==> src/rtl/multicycle_control_fsm.sv <==
// Multicycle RISC-V control unit: sequences fetch/decode/execute/memory/writeback
// over a shared ALU and unified memory, with ready handshake and sticky illegal flag.
module multicycle_control_fsm #(
    parameter logic [3:0] RESET_STATE = 4'd0
) (
    input  logic       clk,
    input  logic       reset,
    input  logic [6:0] op,
    input  logic [2:0] funct3,
    input  logic       funct7,
    input  logic       Zero,
    input  logic       mem_ready,
    output logic       PCWrite,
    output logic       AdrSrc,
    output logic       IRWrite,
    output logic       MemWrite,
    output logic       RegWrite,
    output logic [1:0] ResultSrc,
    output logic [1:0] ALUSrcA,
    output logic [1:0] ALUSrcB,
    output logic [1:0] ImmSrc,
    output logic [2:0] ALUControl,
    output logic       instr_done,
    output logic       illegal
);

    typedef enum logic [3:0] {
        FETCH    = 4'd0,
        DECODE   = 4'd1,
        MEMADR   = 4'd2,
        MEMREAD  = 4'd3,
        MEMWB    = 4'd4,
        MEMWRITE = 4'd5,
        EXECUTER = 4'd6,
        ALUWB    = 4'd7,
        EXECUTEI = 4'd8,
        JAL      = 4'd9,
        BEQ      = 4'd10,
        ILLEGAL  = 4'd11
    } state_t;

    localparam logic [6:0] OP_LW   = 7'b0000011;
    localparam logic [6:0] OP_SW   = 7'b0100011;
    localparam logic [6:0] OP_R    = 7'b0110011;
    localparam logic [6:0] OP_IALU = 7'b0010011;
    localparam logic [6:0] OP_BEQ  = 7'b1100011;
    localparam logic [6:0] OP_JAL  = 7'b1101111;

    state_t state_q, state_d;
    logic   illegal_q, illegal_d;

    logic       pc_update, branch, ir_write, mem_write, reg_write, done;
    logic       adr_src;
    logic [1:0] result_src, alu_src_a, alu_src_b, alu_op;

    always_comb begin
        state_d = state_q;
        case (state_q)
            FETCH:    if (mem_ready) state_d = DECODE;
            DECODE: begin
                case (op)
                    OP_LW, OP_SW: state_d = MEMADR;
                    OP_R:         state_d = EXECUTER;
                    OP_IALU:      state_d = EXECUTEI;
                    OP_BEQ:       state_d = BEQ;
                    OP_JAL:       state_d = JAL;
                    default:      state_d = ILLEGAL;
                endcase
            end
            MEMADR:   state_d = op[5] ? MEMWRITE : MEMREAD;
            MEMREAD:  if (mem_ready) state_d = MEMWB;
            MEMWB:    state_d = FETCH;
            MEMWRITE: if (mem_ready) state_d = FETCH;
            EXECUTER: state_d = ALUWB;
            EXECUTEI: state_d = ALUWB;
            JAL:      state_d = ALUWB;
            ALUWB:    state_d = FETCH;
            BEQ:      state_d = FETCH;
            ILLEGAL:  state_d = ILLEGAL;
            default:  state_d = FETCH;
        endcase
        illegal_d = illegal_q | (state_d == ILLEGAL);
    end

    always_ff @(posedge clk or posedge reset) begin
        if (reset) begin
            state_q   <= state_t'(RESET_STATE);
            illegal_q <= 1'b0;
        end else begin
            state_q   <= state_d;
            illegal_q <= illegal_d;
        end
    end

    // Moore decode of state; the few handshake-dependent strobes are qualified below
    always_comb begin
        pc_update  = 1'b0;
        branch     = 1'b0;
        ir_write   = 1'b0;
        mem_write  = 1'b0;
        reg_write  = 1'b0;
        done       = 1'b0;
        adr_src    = 1'b0;
        result_src = 2'b00;
        alu_src_a  = 2'b00;
        alu_src_b  = 2'b00;
        alu_op     = 2'b00;
        case (state_q)
            FETCH: begin
                alu_src_b  = 2'b10;
                result_src = 2'b10;
                ir_write   = mem_ready;
                pc_update  = mem_ready;
            end
            DECODE: begin
                alu_src_a = 2'b01;
                alu_src_b = 2'b01;
            end
            MEMADR: begin
                alu_src_a = 2'b10;
                alu_src_b = 2'b01;
            end
            MEMREAD:  adr_src = 1'b1;
            MEMWB: begin
                result_src = 2'b01;
                reg_write  = 1'b1;
                done       = 1'b1;
            end
            MEMWRITE: begin
                adr_src   = 1'b1;
                mem_write = 1'b1;
                done      = mem_ready;
            end
            EXECUTER: begin
                alu_src_a = 2'b10;
                alu_op    = 2'b10;
            end
            EXECUTEI: begin
                alu_src_a = 2'b10;
                alu_src_b = 2'b01;
                alu_op    = 2'b10;
            end
            JAL: begin
                alu_src_a = 2'b01;
                alu_src_b = 2'b10;
                pc_update = 1'b1;
            end
            ALUWB: begin
                reg_write = 1'b1;
                done      = 1'b1;
            end
            BEQ: begin
                alu_src_a = 2'b10;
                alu_op    = 2'b01;
                branch    = 1'b1;
                done      = 1'b1;
            end
            default: ;
        endcase
    end

    always_comb begin
        case (alu_op)
            2'b01:   ALUControl = 3'b001;
            2'b10: begin
                case (funct3)
                    3'b000:  ALUControl = (op[5] & funct7) ? 3'b001 : 3'b000;
                    3'b010:  ALUControl = 3'b101;
                    3'b110:  ALUControl = 3'b011;
                    3'b111:  ALUControl = 3'b010;
                    default: ALUControl = 3'b000;
                endcase
            end
            default: ALUControl = 3'b000;
        endcase
    end

    always_comb begin
        case (op)
            OP_SW:   ImmSrc = 2'b01;
            OP_BEQ:  ImmSrc = 2'b10;
            OP_JAL:  ImmSrc = 2'b11;
            default: ImmSrc = 2'b00;
        endcase
    end

    // Reset gates the strobes directly so nothing fires in the asynchronous reset window
    assign PCWrite    = ~reset & (pc_update | (branch & Zero));
    assign IRWrite    = ~reset & ir_write;
    assign MemWrite   = ~reset & mem_write;
    assign RegWrite   = ~reset & reg_write;
    assign instr_done = ~reset & done;
    assign AdrSrc     = adr_src;
    assign ResultSrc  = result_src;
    assign ALUSrcA    = alu_src_a;
    assign ALUSrcB    = alu_src_b;
    assign illegal    = illegal_q;

endmodule
==> config.mk <==
export PLATFORM = sky130hd
export DESIGN_NAME = multicycle_control_fsm
export DESIGN_NICKNAME = d
export VERILOG_FILES = /design/src/rtl/multicycle_control_fsm.sv
export SDC_FILE = /design/constraint.sdc
export NUM_CORES = 1
export LEC_CHECK = 0
export CAP_MARGIN = 20
export CORE_MARGIN = 5
export CORE_UTILIZATION = 40
export DETAILED_ROUTE_END_ITERATION = 10
export GPL_TIMING_DRIVEN = 0
export PLACE_DENSITY = 0.85
export REMOVE_ABC_BUFFERS = 1
export SLEW_MARGIN = 15
export SYNTH_ARGS = -nofsm -noshare
export SYNTH_HDL_FRONTEND = slang
export SYNTH_SLANG_ARGS = --single-unit
==> constraint.sdc <==
create_clock -name clk -period 2.28 [get_ports clk]
set_clock_uncertainty 0.2 [all_clocks]
set_input_delay 0.456 -clock clk [delete_from_list [all_inputs] [get_ports clk]]
set_output_delay 0.456 -clock clk [all_outputs]
set_load 0.05 [all_outputs]
==> metrics.log, run 1 <==
INFO  metric drt_pre_antenna_iters = 4
INFO  metric final_min_period_over_clock_period = 112%
INFO  metric synth_top_area_cell = sky130_fd_sc_hd__dfrtp_1
INFO  metric numClockSinks = 5
INFO  metric initial_antenna_violation_count = 0
INFO  metric dieWidth = 51.5 um
INFO  metric hpwlAfterDp = 1490 um
INFO  metric gr-total-overflow = 0
INFO  metric number_of_flops_mapped_to_enable_cells_by_yosys = 0
INFO  metric number_of_global_route_vias_before_repair = 857
INFO  metric viasPerCell = 5.75
INFO  metric synthArstFlopShare = 100%
INFO  metric antenna_cells_inserted = 0
INFO  metric initial_core_utilization = 40.8%
INFO  metric htree_num_levels = 1
INFO  metric design.die.area = 2650 sq um
INFO  metric run_status = finished with violations
INFO  metric gp_congestion = 0.789
INFO  metric cts_tree = built
INFO  metric max_slew.worst_pin.slew = 491 ps
INFO  metric drtAntennaViolNets = 0
INFO  metric hold_viol = 0
INFO  metric irDropWorstVdd = 0.805 mV
INFO  metric area.growth.synth_to_final = 90.4%
INFO  metric die_height = 51.5 um
INFO  metric fin_crit = 2560 ps
INFO  metric design.core.area = 1690 sq um
INFO  metric drt_drc_violations_left = 0
INFO  metric yosys.area.top_type_share = 18.1%
INFO  metric leakagePower = 0.000610 uW
INFO  metric cellPowerDensity = 1330 nW/um^2
INFO  metric syn_avg_cell_area = 7.18 sq um
INFO  metric synth_top_flop_cell = sky130_fd_sc_hd__dfrtp_1
INFO  metric syn-cell-area = 689 sq um
INFO  metric global_route_wire_length_before_repair = 3740 um
INFO  metric rows = 15
INFO  metric io_buffers = 32
INFO  metric max_freq = 391 MHz
INFO  metric total_vias_in_the_final_route = 925
INFO  metric worstPathRequired = 1620 ps
INFO  metric post_route_cells_drive_above_1_share = 44.4%
INFO  metric critPathLaunchType = register
INFO  metric insertion_delay = 250 ps
INFO  metric sequential_share_of_the_synthesized_area = 18.1%
INFO  metric worst_hold_slack = 95.4 ps
INFO  metric detail_route.iter0.violations = 22
INFO  metric rsz0062_at_grt = yes
INFO  metric final-max-slew-violation-count = 0
INFO  metric min-delay-path-class = in -> async
INFO  metric maxCapViolCount = 0
INFO  metric yosys_warnings = 0
INFO  metric timing.final.setup_violations = 5
INFO  metric grt_start_max_net_pins = 17
INFO  metric ioPinCount = 33
INFO  metric grt_use_total = 18.2%
INFO  metric num-nets-final = 162
INFO  metric finalCoreUtilization = 77.7%
INFO  metric critPathKind = reg -> out
INFO  metric syn-instance-count = 96
INFO  metric worst_setup_hold_path_clk_slew = 50 ps
INFO  metric most_frequent_cell_after_synthesis = sky130_fd_sc_hd__nor2_1
INFO  metric setup.worst_path.end_class = output pin
INFO  metric worst_ep_arrival_time = 1900 ps
INFO  metric post-place-ws = -1110 ps
INFO  metric cts_root_buf = sky130_fd_sc_hd__clkbuf_4
INFO  metric violated_checks = setup timing
INFO  metric totalNegativeSetupSlack = -683 ps
INFO  metric finalWirelength = 2660 um
INFO  metric synth_top_cells_by_count = sky130_fd_sc_hd__nor2_1, sky130_fd_sc_hd__inv_1, sky130_fd_sc_hd__a21oi_1, sky130_fd_sc_hd__nand2_1
INFO  metric avgRoutedWirePerCell = 16.5 um
INFO  metric max-clock-path-buffers = 2
INFO  metric synth_top_cells_by_area = sky130_fd_sc_hd__dfrtp_1, sky130_fd_sc_hd__nor2_1, sky130_fd_sc_hd__nor2b_1
INFO  metric placed_cells = 141
INFO  metric layoutNonFillerInstCount = 161
INFO  metric synth.distinct_cells = 37
INFO  metric cp_max_fo = 4
INFO  metric setup_slack = -277 ps
INFO  metric maxSlewHeadroom = 67.2%
INFO  metric cts_buffers = 3
INFO  metric synth-seq-cells = 5
[sequential cells by signal, summed over array words and instances (netlist names)]
signal   flops
state_q      4
illegal      1
[cells in the final DEF (no fill, tap or decap), drive strengths merged]
cell / netlist / final
a211o: 1 / 1
nand4bb: 1 / 1
and2b: 1 / 1
inv: 10 / 10
dlygate4sd2: 0 / 2
o311ai: 1 / 1
a21oi: 7 / 7
nor4: 4 / 4
o221ai: 1 / 1
dfrtp: 5 / 5
xor2: 3 / 3
and4: 1 / 1
nor3: 6 / 6
o2111ai: 1 / 1
clkbuf: 0 / 8
dlymetal6s2s: 0 / 6
o21ai: 4 / 4
ha: 2 / 2
nand3b: 1 / 1
nor2: 10 / 10
or2: 2 / 2
nand4: 1 / 1
nor3b: 1 / 1
nor4b: 1 / 1
and3: 2 / 2
mux2i: 1 / 1
nand2: 7 / 7
nand2b: 4 / 4
buf: 4 / 28
nand3: 1 / 1
a211oi: 1 / 1
clkdlybuf4s50: 0 / 7
a31oi: 2 / 2
clkdlybuf4s15: 0 / 1
a31o: 2 / 2
nor2b: 6 / 6
o41a: 1 / 1
o31ai: 1 / 1
[repair_timing]
| item | CTS | global route |
|---|---|---|
| buffers inserted | 9 | 7 |
| hold buffers | 0 | 0 |
| pin swaps | 4 | 9 |
| setup endpoints to repair | 17 | 13 |
| gates resized for setup | 99 | 50 |
[metrics by stage]
| step | cell area, sq um | total power, uW |
|---|---|---|
| 6_report | 1310 | 1740 |
| 5_1_grt | 1310 | 1850 |
| 4_1_cts | 1140 | 1440 |
| 3_5_place_dp | 1000 | 1230 |
| 3_3_place_gp | 1000 | 1220 |
| 2_1_floorplan | 663 | 925 |
[critical path: stages, from the launching register on]
cell                       delay, ps
sky130_fd_sc_hd__dfrtp_2         430
sky130_fd_sc_hd__nand2b_4        170
sky130_fd_sc_hd__nor2_4          110
sky130_fd_sc_hd__a21oi_2          40
sky130_fd_sc_hd__or2_4           250
sky130_fd_sc_hd__ha_4            230
sky130_fd_sc_hd__nor4_4          240
sky130_fd_sc_hd__buf_6           200
[where the power goes]
part,switching [uW],leakage (uW),internal (uW)
Combinational,852,0.000541,582
Sequential,68.6,0.0000537,136
Clock,37.9,0.0000150,66.3
Total,958,0.000610,785
[final cells by class]
type / instances / area, sq um
fillers: 122 / 377
clock buffers: 4 / 26.3
well taps: 17 / 21.3
multi-input cells: 77 / 651
flip-flops and latches: 5 / 133
repair buffers: 48 / 444
inverters: 10 / 37.5
[final timing paths]
kind / from / end / slack, ps / cells past startpoint
setup / recovery: state_q[3] / ALUControl[2] / -280 / 7
hold / removal: reset / state_q[0] / 100 / 2
setup reg to reg: state_q[2] / illegal / 470 / 6
hold reg to reg: illegal / illegal / 270 / 1
max in group asynchronous: reset / state_q[3] / 1630 / 2
min in group clk: illegal / illegal / 270 / 1
[logic make-up (layout without fill, tap and decap cells)]
kind of cell,after synthesis,after routing,share of synthesized area (%)
buffers and inverters,14,62,9.25
AOI/OAI and AO/OA,22,22,22.3
and+or+nand+nor,49,49,41.4
DFF,5,5,18.1
adders and majority gates,2,2,3.63
muxes,1,1,1.45
xor gates and xnor gates,3,3,3.81
[layer usage]
layer	wire length, um	track usage [%]	vias up	part of all wire (%)
met3	158	4.87	2	5.9
met2	1400	32.2	39	53
met5	0	0	-	0
met4	14	6.99	0	0.53
met1	1080	20.5	439	41
li1	-	-	445	-
No activity file was read; power rests on OpenSTA's default activity.
==> run 2, diff against run 1 <==
- GPL_ROUTABILITY_DRIVEN: unset -> 0
==> results of run 2 <==
Final layout, timing and power as in run 1 (identical DEF).
